==> config.mk <==
export PLATFORM = sky130hd
export DESIGN_NAME = implied_sweep_scheduler_flat
export DESIGN_NICKNAME = d
export VERILOG_FILES = /design/src/rtl/implied_sweep_scheduler_pkg.sv /design/src/rtl/implied_sweep_scheduler_if.sv /design/src/rtl/implied_sweep_scheduler_rr_arbiter2.sv /design/src/rtl/implied_sweep_scheduler.sv /design/src/flat_wrapper.sv
export SDC_FILE = /design/constraint.sdc
export NUM_CORES = 1
export LEC_CHECK = 0
export ABC_AREA = 1
export CAP_MARGIN = 20
export CORE_MARGIN = 1.5
export CORE_UTILIZATION = 30
export DETAILED_ROUTE_END_ITERATION = 7
export PLACE_DENSITY_LB_ADDON = 0.05
export SLEW_MARGIN = 15
export SYNTH_ARGS = -nofsm -noshare
export SYNTH_HDL_FRONTEND = slang
export SYNTH_SLANG_ARGS = --single-unit
==> constraint.sdc <==
create_clock -name clk -period 1.7 [get_ports clk]
set_input_delay 0.255 -clock clk [delete_from_list [all_inputs] [get_ports clk]]
set_output_delay 0.255 -clock clk [all_outputs]
set_load 0.02 [all_outputs]
==> src/rtl/implied_sweep_scheduler_pkg.sv <==
// Shared types and constants for the implied sweep scheduler: FSM states,
// source encoding and the default number of price levels per side.
package implied_pkg;

    localparam int N_LEVELS_DEFAULT = 10;

    localparam logic SRC_U = 1'b0;
    localparam logic SRC_V = 1'b1;

    typedef enum logic [1:0] {
        IDLE,
        GRANT,
        SWEEP,
        DONE
    } state_t;

endpackage

==> src/rtl/implied_sweep_scheduler_if.sv <==
// Handshake bundle between the book-update requesters, the scheduler and the
// implied datapath; the master modport is the scheduler side.
interface implied_sweep_scheduler_if #(
    parameter int LEVEL_W = 4
);

    logic               u_upd_req;
    logic               u_upd_ack;
    logic               v_upd_req;
    logic               v_upd_ack;
    logic               calc_valid;
    logic               calc_ready;
    logic [LEVEL_W-1:0] calc_level;
    logic               calc_src;
    logic               sweep_done;
    logic               busy;

    modport master (
        input  u_upd_req,
        input  v_upd_req,
        input  calc_ready,
        output u_upd_ack,
        output v_upd_ack,
        output calc_valid,
        output calc_level,
        output calc_src,
        output sweep_done,
        output busy
    );

    modport slave (
        output u_upd_req,
        output v_upd_req,
        output calc_ready,
        input  u_upd_ack,
        input  v_upd_ack,
        input  calc_valid,
        input  calc_level,
        input  calc_src,
        input  sweep_done,
        input  busy
    );

endinterface

==> src/rtl/implied_sweep_scheduler_rr_arbiter2.sv <==
// Two-requester round-robin arbiter: on contention the source that was not
// granted last wins; the pointer moves only when a grant is taken.
module rr_arbiter2
    import implied_pkg::*;
(
    input  logic clk,
    input  logic reset,
    input  logic req_u,
    input  logic req_v,
    input  logic grant_en,
    output logic grant_any,
    output logic grant_src
);

    // Source that wins the next tie; starts at U so the first grant goes to U.
    logic ptr;

    always_comb begin
        grant_any = req_u | req_v;
        grant_src = SRC_U;
        if (req_u && req_v) begin
            grant_src = ptr;
        end else if (req_v) begin
            grant_src = SRC_V;
        end
    end

    always_ff @(posedge clk) begin
        if (reset) begin
            ptr <= SRC_U;
        end else if (grant_en && grant_any) begin
            ptr <= ~grant_src;
        end
    end

endmodule

==> src/rtl/implied_sweep_scheduler.sv <==
// Implied-price sweep scheduler: arbitrates U/V book updates and walks the
// level index 0..N_LEVELS-1 into the datapath. IMPLIED_COALESCE_EN enables coalescing.
module implied_sweep_scheduler
    import implied_pkg::*;
#(
    parameter int N_LEVELS = N_LEVELS_DEFAULT,
    parameter int LEVEL_W  = 4
) (
    input  logic                       clk,
    input  logic                       reset,
    implied_sweep_scheduler_if.master  bus
);

    localparam logic [LEVEL_W-1:0] LAST_LEVEL = LEVEL_W'(N_LEVELS - 1);

    state_t             state_q, state_d;
    logic [LEVEL_W-1:0] level_q, level_d;
    logic               src_q, src_d;
    logic               arb_any, arb_src;
    logic               u_ack_c, v_ack_c, valid_c, done_c;

    rr_arbiter2 arb (
        .clk       (clk),
        .reset     (reset),
        .req_u     (bus.u_upd_req),
        .req_v     (bus.v_upd_req),
        .grant_en  (state_q == IDLE),
        .grant_any (arb_any),
        .grant_src (arb_src)
    );

`ifdef IMPLIED_COALESCE_EN
    // Requests seen mid-sweep are acked one cycle later and folded into one re-sweep.
    logic u_ack_q, v_ack_q, pend_q, pend_src_q;
    logic take_u, take_v, pend_eff, pend_src_eff;

    always_comb begin
        take_u       = (state_q == SWEEP || state_q == DONE) && bus.u_upd_req && !u_ack_q;
        take_v       = (state_q == SWEEP || state_q == DONE) && bus.v_upd_req && !v_ack_q;
        pend_eff     = pend_q | take_u | take_v;
        pend_src_eff = take_v ? SRC_V : (take_u ? SRC_U : pend_src_q);
    end

    always_ff @(posedge clk) begin
        if (reset) begin
            u_ack_q    <= 1'b0;
            v_ack_q    <= 1'b0;
            pend_q     <= 1'b0;
            pend_src_q <= SRC_U;
        end else begin
            u_ack_q    <= take_u;
            v_ack_q    <= take_v;
            pend_src_q <= pend_src_eff;
            if (state_q == DONE) begin
                pend_q <= 1'b0;
            end else if (take_u || take_v) begin
                pend_q <= 1'b1;
            end
        end
    end
`endif

    always_ff @(posedge clk) begin
        if (reset) begin
            state_q <= IDLE;
            level_q <= '0;
            src_q   <= SRC_U;
        end else begin
            state_q <= state_d;
            level_q <= level_d;
            src_q   <= src_d;
        end
    end

    always_comb begin
        state_d = state_q;
        level_d = level_q;
        src_d   = src_q;
        u_ack_c = 1'b0;
        v_ack_c = 1'b0;
        valid_c = 1'b0;
        done_c  = 1'b0;
        case (state_q)
            IDLE: begin
                if (arb_any) begin
                    src_d   = arb_src;
                    state_d = GRANT;
                end
            end
            GRANT: begin
                u_ack_c = (src_q == SRC_U);
                v_ack_c = (src_q == SRC_V);
                level_d = '0;
                state_d = SWEEP;
            end
            SWEEP: begin
                valid_c = 1'b1;
                if (bus.calc_ready) begin
                    if (level_q == LAST_LEVEL) begin
                        state_d = DONE;
                    end else begin
                        level_d = level_q + LEVEL_W'(1);
                    end
                end
            end
            DONE: begin
                done_c  = 1'b1;
`ifdef IMPLIED_COALESCE_EN
                if (pend_eff) begin
                    src_d   = pend_src_eff;
                    level_d = '0;
                    state_d = SWEEP;
                end else begin
                    state_d = IDLE;
                end
`else
                state_d = IDLE;
`endif
            end
            default: state_d = IDLE;
        endcase
`ifdef IMPLIED_COALESCE_EN
        u_ack_c = u_ack_c | (u_ack_q & bus.u_upd_req);
        v_ack_c = v_ack_c | (v_ack_q & bus.v_upd_req);
`endif
    end

    // Reset forces every output to its idle value within the same cycle.
    assign bus.u_upd_ack  = u_ack_c & ~reset;
    assign bus.v_upd_ack  = v_ack_c & ~reset;
    assign bus.calc_valid = valid_c & ~reset;
    assign bus.sweep_done = done_c & ~reset;
    assign bus.busy       = (state_q != IDLE) & ~reset;
    assign bus.calc_level = reset ? '0 : level_q;
    assign bus.calc_src   = reset ? SRC_U : src_q;

endmodule

==> src/flat_wrapper.sv <==
// flat-port wrapper written by rule: the top's interface ports become plain ports
module implied_sweep_scheduler_flat import implied_pkg::*;
#(
    parameter int N_LEVELS = N_LEVELS_DEFAULT,
    parameter int LEVEL_W  = 4
)
  (clk, reset, bus_u_upd_req, bus_v_upd_req, bus_calc_ready, bus_u_upd_ack, bus_v_upd_ack, bus_calc_valid, bus_calc_level, bus_calc_src, bus_sweep_done, bus_busy);
  implied_sweep_scheduler_if #(.LEVEL_W(LEVEL_W)) bus_i ();
  input  logic clk;
  input  logic reset;
  input wire logic [$bits(bus_i.u_upd_req)-1:0] bus_u_upd_req;
  input wire logic [$bits(bus_i.v_upd_req)-1:0] bus_v_upd_req;
  input wire logic [$bits(bus_i.calc_ready)-1:0] bus_calc_ready;
  output wire logic [$bits(bus_i.u_upd_ack)-1:0] bus_u_upd_ack;
  output wire logic [$bits(bus_i.v_upd_ack)-1:0] bus_v_upd_ack;
  output wire logic [$bits(bus_i.calc_valid)-1:0] bus_calc_valid;
  output wire logic [$bits(bus_i.calc_level)-1:0] bus_calc_level;
  output wire logic [$bits(bus_i.calc_src)-1:0] bus_calc_src;
  output wire logic [$bits(bus_i.sweep_done)-1:0] bus_sweep_done;
  output wire logic [$bits(bus_i.busy)-1:0] bus_busy;
  assign bus_i.u_upd_req = bus_u_upd_req;
  assign bus_i.v_upd_req = bus_v_upd_req;
  assign bus_i.calc_ready = bus_calc_ready;
  assign bus_u_upd_ack = bus_i.u_upd_ack;
  assign bus_v_upd_ack = bus_i.v_upd_ack;
  assign bus_calc_valid = bus_i.calc_valid;
  assign bus_calc_level = bus_i.calc_level;
  assign bus_calc_src = bus_i.calc_src;
  assign bus_sweep_done = bus_i.sweep_done;
  assign bus_busy = bus_i.busy;
  implied_sweep_scheduler #(.N_LEVELS(N_LEVELS), .LEVEL_W(LEVEL_W)) u_core (.clk(clk), .reset(reset), .bus(bus_i));
endmodule
==> summary.txt <==
Timing
  • FMAX: ~620 MHz
  • Setup Viol. Count Final: 0
  • Crit share post-route: around 95%
  • Max-slew violations: 0
  • Slew @ Worst Pin: roughly 0.21 ns
  • Rel. slew slack: 85.7%
  • Final worst path period need: about 1.6 ns
  • Final hold vios: 0
  • Skew final: ~0.0076 ns
  • RSZ-0062 raised after global routing: no

Routing
  • Drt pass-1 iters: 4
  • DRC: 0
  • Via count: slightly above 600
  • Initial DRC Count: 12
  • WL final: roughly 1.2 mm
  • Detail Route Antenna Nets: 0
  • Vias per cell: approximately 4.3
  • DR WL/cell: ~8.6 µm

Synth
  • Top cells by area, synth: dfxtp_1 (28%), nand2_1 (16%), ha_1 (15%)
  • Synth area leader: dfxtp_1
  • Seq/Total Area, Yosys: between 20% and 30%
  • Syn_nets: 106
  • FF+latch count, synth: 8
  • Mapped Cells: 94
  • Post-Syn Area: approximately 580 µm²
  • Yosys warning count: 0
  • Avg Cell Area, Syn: between 6 and 7 µm²
  • Post-synth cell types: 15
  • Top-area cell type share of the netlist area: 27.6%

Floorplanning
  • Ports: 15
  • CORE AREA: 1760 µm²
  • Die W: 47.0 µm
  • Num rows: 15
  • Vert. Die Dim: around 47 µm
  • Die area: 2210 µm²
  • Initial Util: between 30% and 40%

CTS
  • H-tree levels: 1
  • CTS Sinks: 8
  • Clk pin slew, worst setup/hold paths: approximately 0.06 ns
  • Setup Fix Bufs, Post-CTS: 0
  • CTS tree: done
  • Root Buffer: clkbuf_4
  • CTS Buf Count: 3
  • Clock tree buffer depth: 2
  • Worst-Skew Late Latency: between 0.2 and 0.3 ns

Place
  • HPWL Detailed: 1.01 mm
  • Placed Instances: between 100 and 150
  • Post-DP Area: around 800 µm²
  • Port Buffers: 14
  • Gpl congestion: around 0.73

Final layout
  • Layout cells sized above 1: approximately 15%
  • ANT cells: 0
  • Post-route cell area: 815 µm²
  • Most frequent cells in the layout: nand2_1 (25), nor2_1 (18), inv_1 (14)
  • # nets final: between 100 and 150
  • Most common cell after layout, fill and taps aside: nand2_1
  • Post-Layout Cell Count: 144
  • Fillers: roughly 210
  • Syn-to-layout area delta: 40.3%

Global routing
  • First-pass GRT wire length: ~2.1 mm
  • Vias in the first global route: 510
  • Largest net degree at the start of global routing: 7
  • GR Overflow Total: 0
  • Initial antenna violation count: 0
  • Tot GR Track Use: 14.3%

Critical path
  • WP data arrival: roughly 1.4 ns
  • WS Path Type: in -> out
  • Required time worst endpoint: roughly 1.4 ns
  • Startpoint types: input port
  • CP max FO: 5
  • Worst setup EP type: primary output

Job
  • Max-cap violations: 0

Power and ir drop
  • P_leak: approximately 0.45 nW
  • Power Density: ~1300 nW/µm²
  • Worst VDD drop: about 560 µV
  • Tot Pwr: around 1.1 mW

Status
  • Status: complete, no violations

Min path
  • Tightest Hold Check Type: reg -> reg
logic make-up after synthesis:
logic type / share of synthesized area [%]
simple gates: 41.8
buf+inv: 10.6
flops: 27.6
fa+ha+maj: 15.1
compound gates: 4.96
area by class of cell:
cell class                      instances  area [µm²]  area share [%]
Multi-Input combinational cell         70         359            44.1
Timing Repair Buffer                   23         185            22.7
Sequential cell                         8         160            19.7
Inverter                               15        56.3            6.91
Tap cell                               25        31.3            3.84
Clock buffer                            3        22.5            2.76
synthesized netlist by cell type (all sizes together):
cell   instances
nor2          19
nor3           2
ha             7
or2            1
a21oi          3
nand4          3
inv           15
o21ai          2
nand3          8
buf            1
dfxtp          8
nand2         25
sequential cells by signal (all words and copies together), names as in the netlist:
register and cells:
u_core.level_q 4, u_core.state_q 2, u_core.arb.ptr 1, u_core.src_q 1
path summary, 6_finish.rpt:
check        depth (start not counted)  slack, ns           endpoint              start
min                                  2       0.45     u_core.arb.ptr     u_core.arb.ptr
max reg2reg                         10       0.26  u_core.state_q[1]  u_core.state_q[0]
max                                  4       0.08       bus_calc_src              reset
min reg2reg                          2       0.45     u_core.arb.ptr     u_core.arb.ptr
report_power, final:
group	switching, mW	internal [mW]	total, mW
clock network	0.0715	0.0813	0.153
logic	0.355	0.258	0.613
registers	0.0515	0.251	0.302
total	0.478	0.590	1.07
metal layers:
| layer | vias up | wire [µm] | track usage [%] |
|---|---|---|---|
| met5 | - | 0 | 0 |
| met4 | 0 | 16 | 6.67 |
| met3 | 4 | 58 | 4.62 |
| met2 | 11 | 468 | 20.0 |
| met1 | 259 | 689 | 19.8 |
| li1 | 345 | - | - |
repair_timing:
| action | in CTS | in global routing |
|---|---|---|
| setup endpoints to repair | 10 | 4 |
| resized for setup | 10 | 9 |
| hold buffers | 0 | 0 |
| endpoints found under the hold margin | 0 | 0 |
per-stage QoR:
stage          setup TNS (ns)  hold slack, ns  setup WS [ns]  utilization (%)
3_3_place_gp            -1.43           0.446         -0.183             46.2
5_1_grt                     0           0.495        0.00126             46.2
6_report                    0           0.448         0.0848             46.2
2_1_floorplan               0           0.426          0.367                -
4_1_cts                     0           0.455         0.0386             46.7
3_5_place_dp            -1.44           0.445         -0.191             46.2
worst max-delay path, cell delays in order:
cell             delay [ns]
clkdlybuf4s50_1        0.46
buf_4                  0.17
nor2_1                 0.13
dlygate4sd2_1          0.34
No activity file was read; power rests on OpenSTA's default activity.
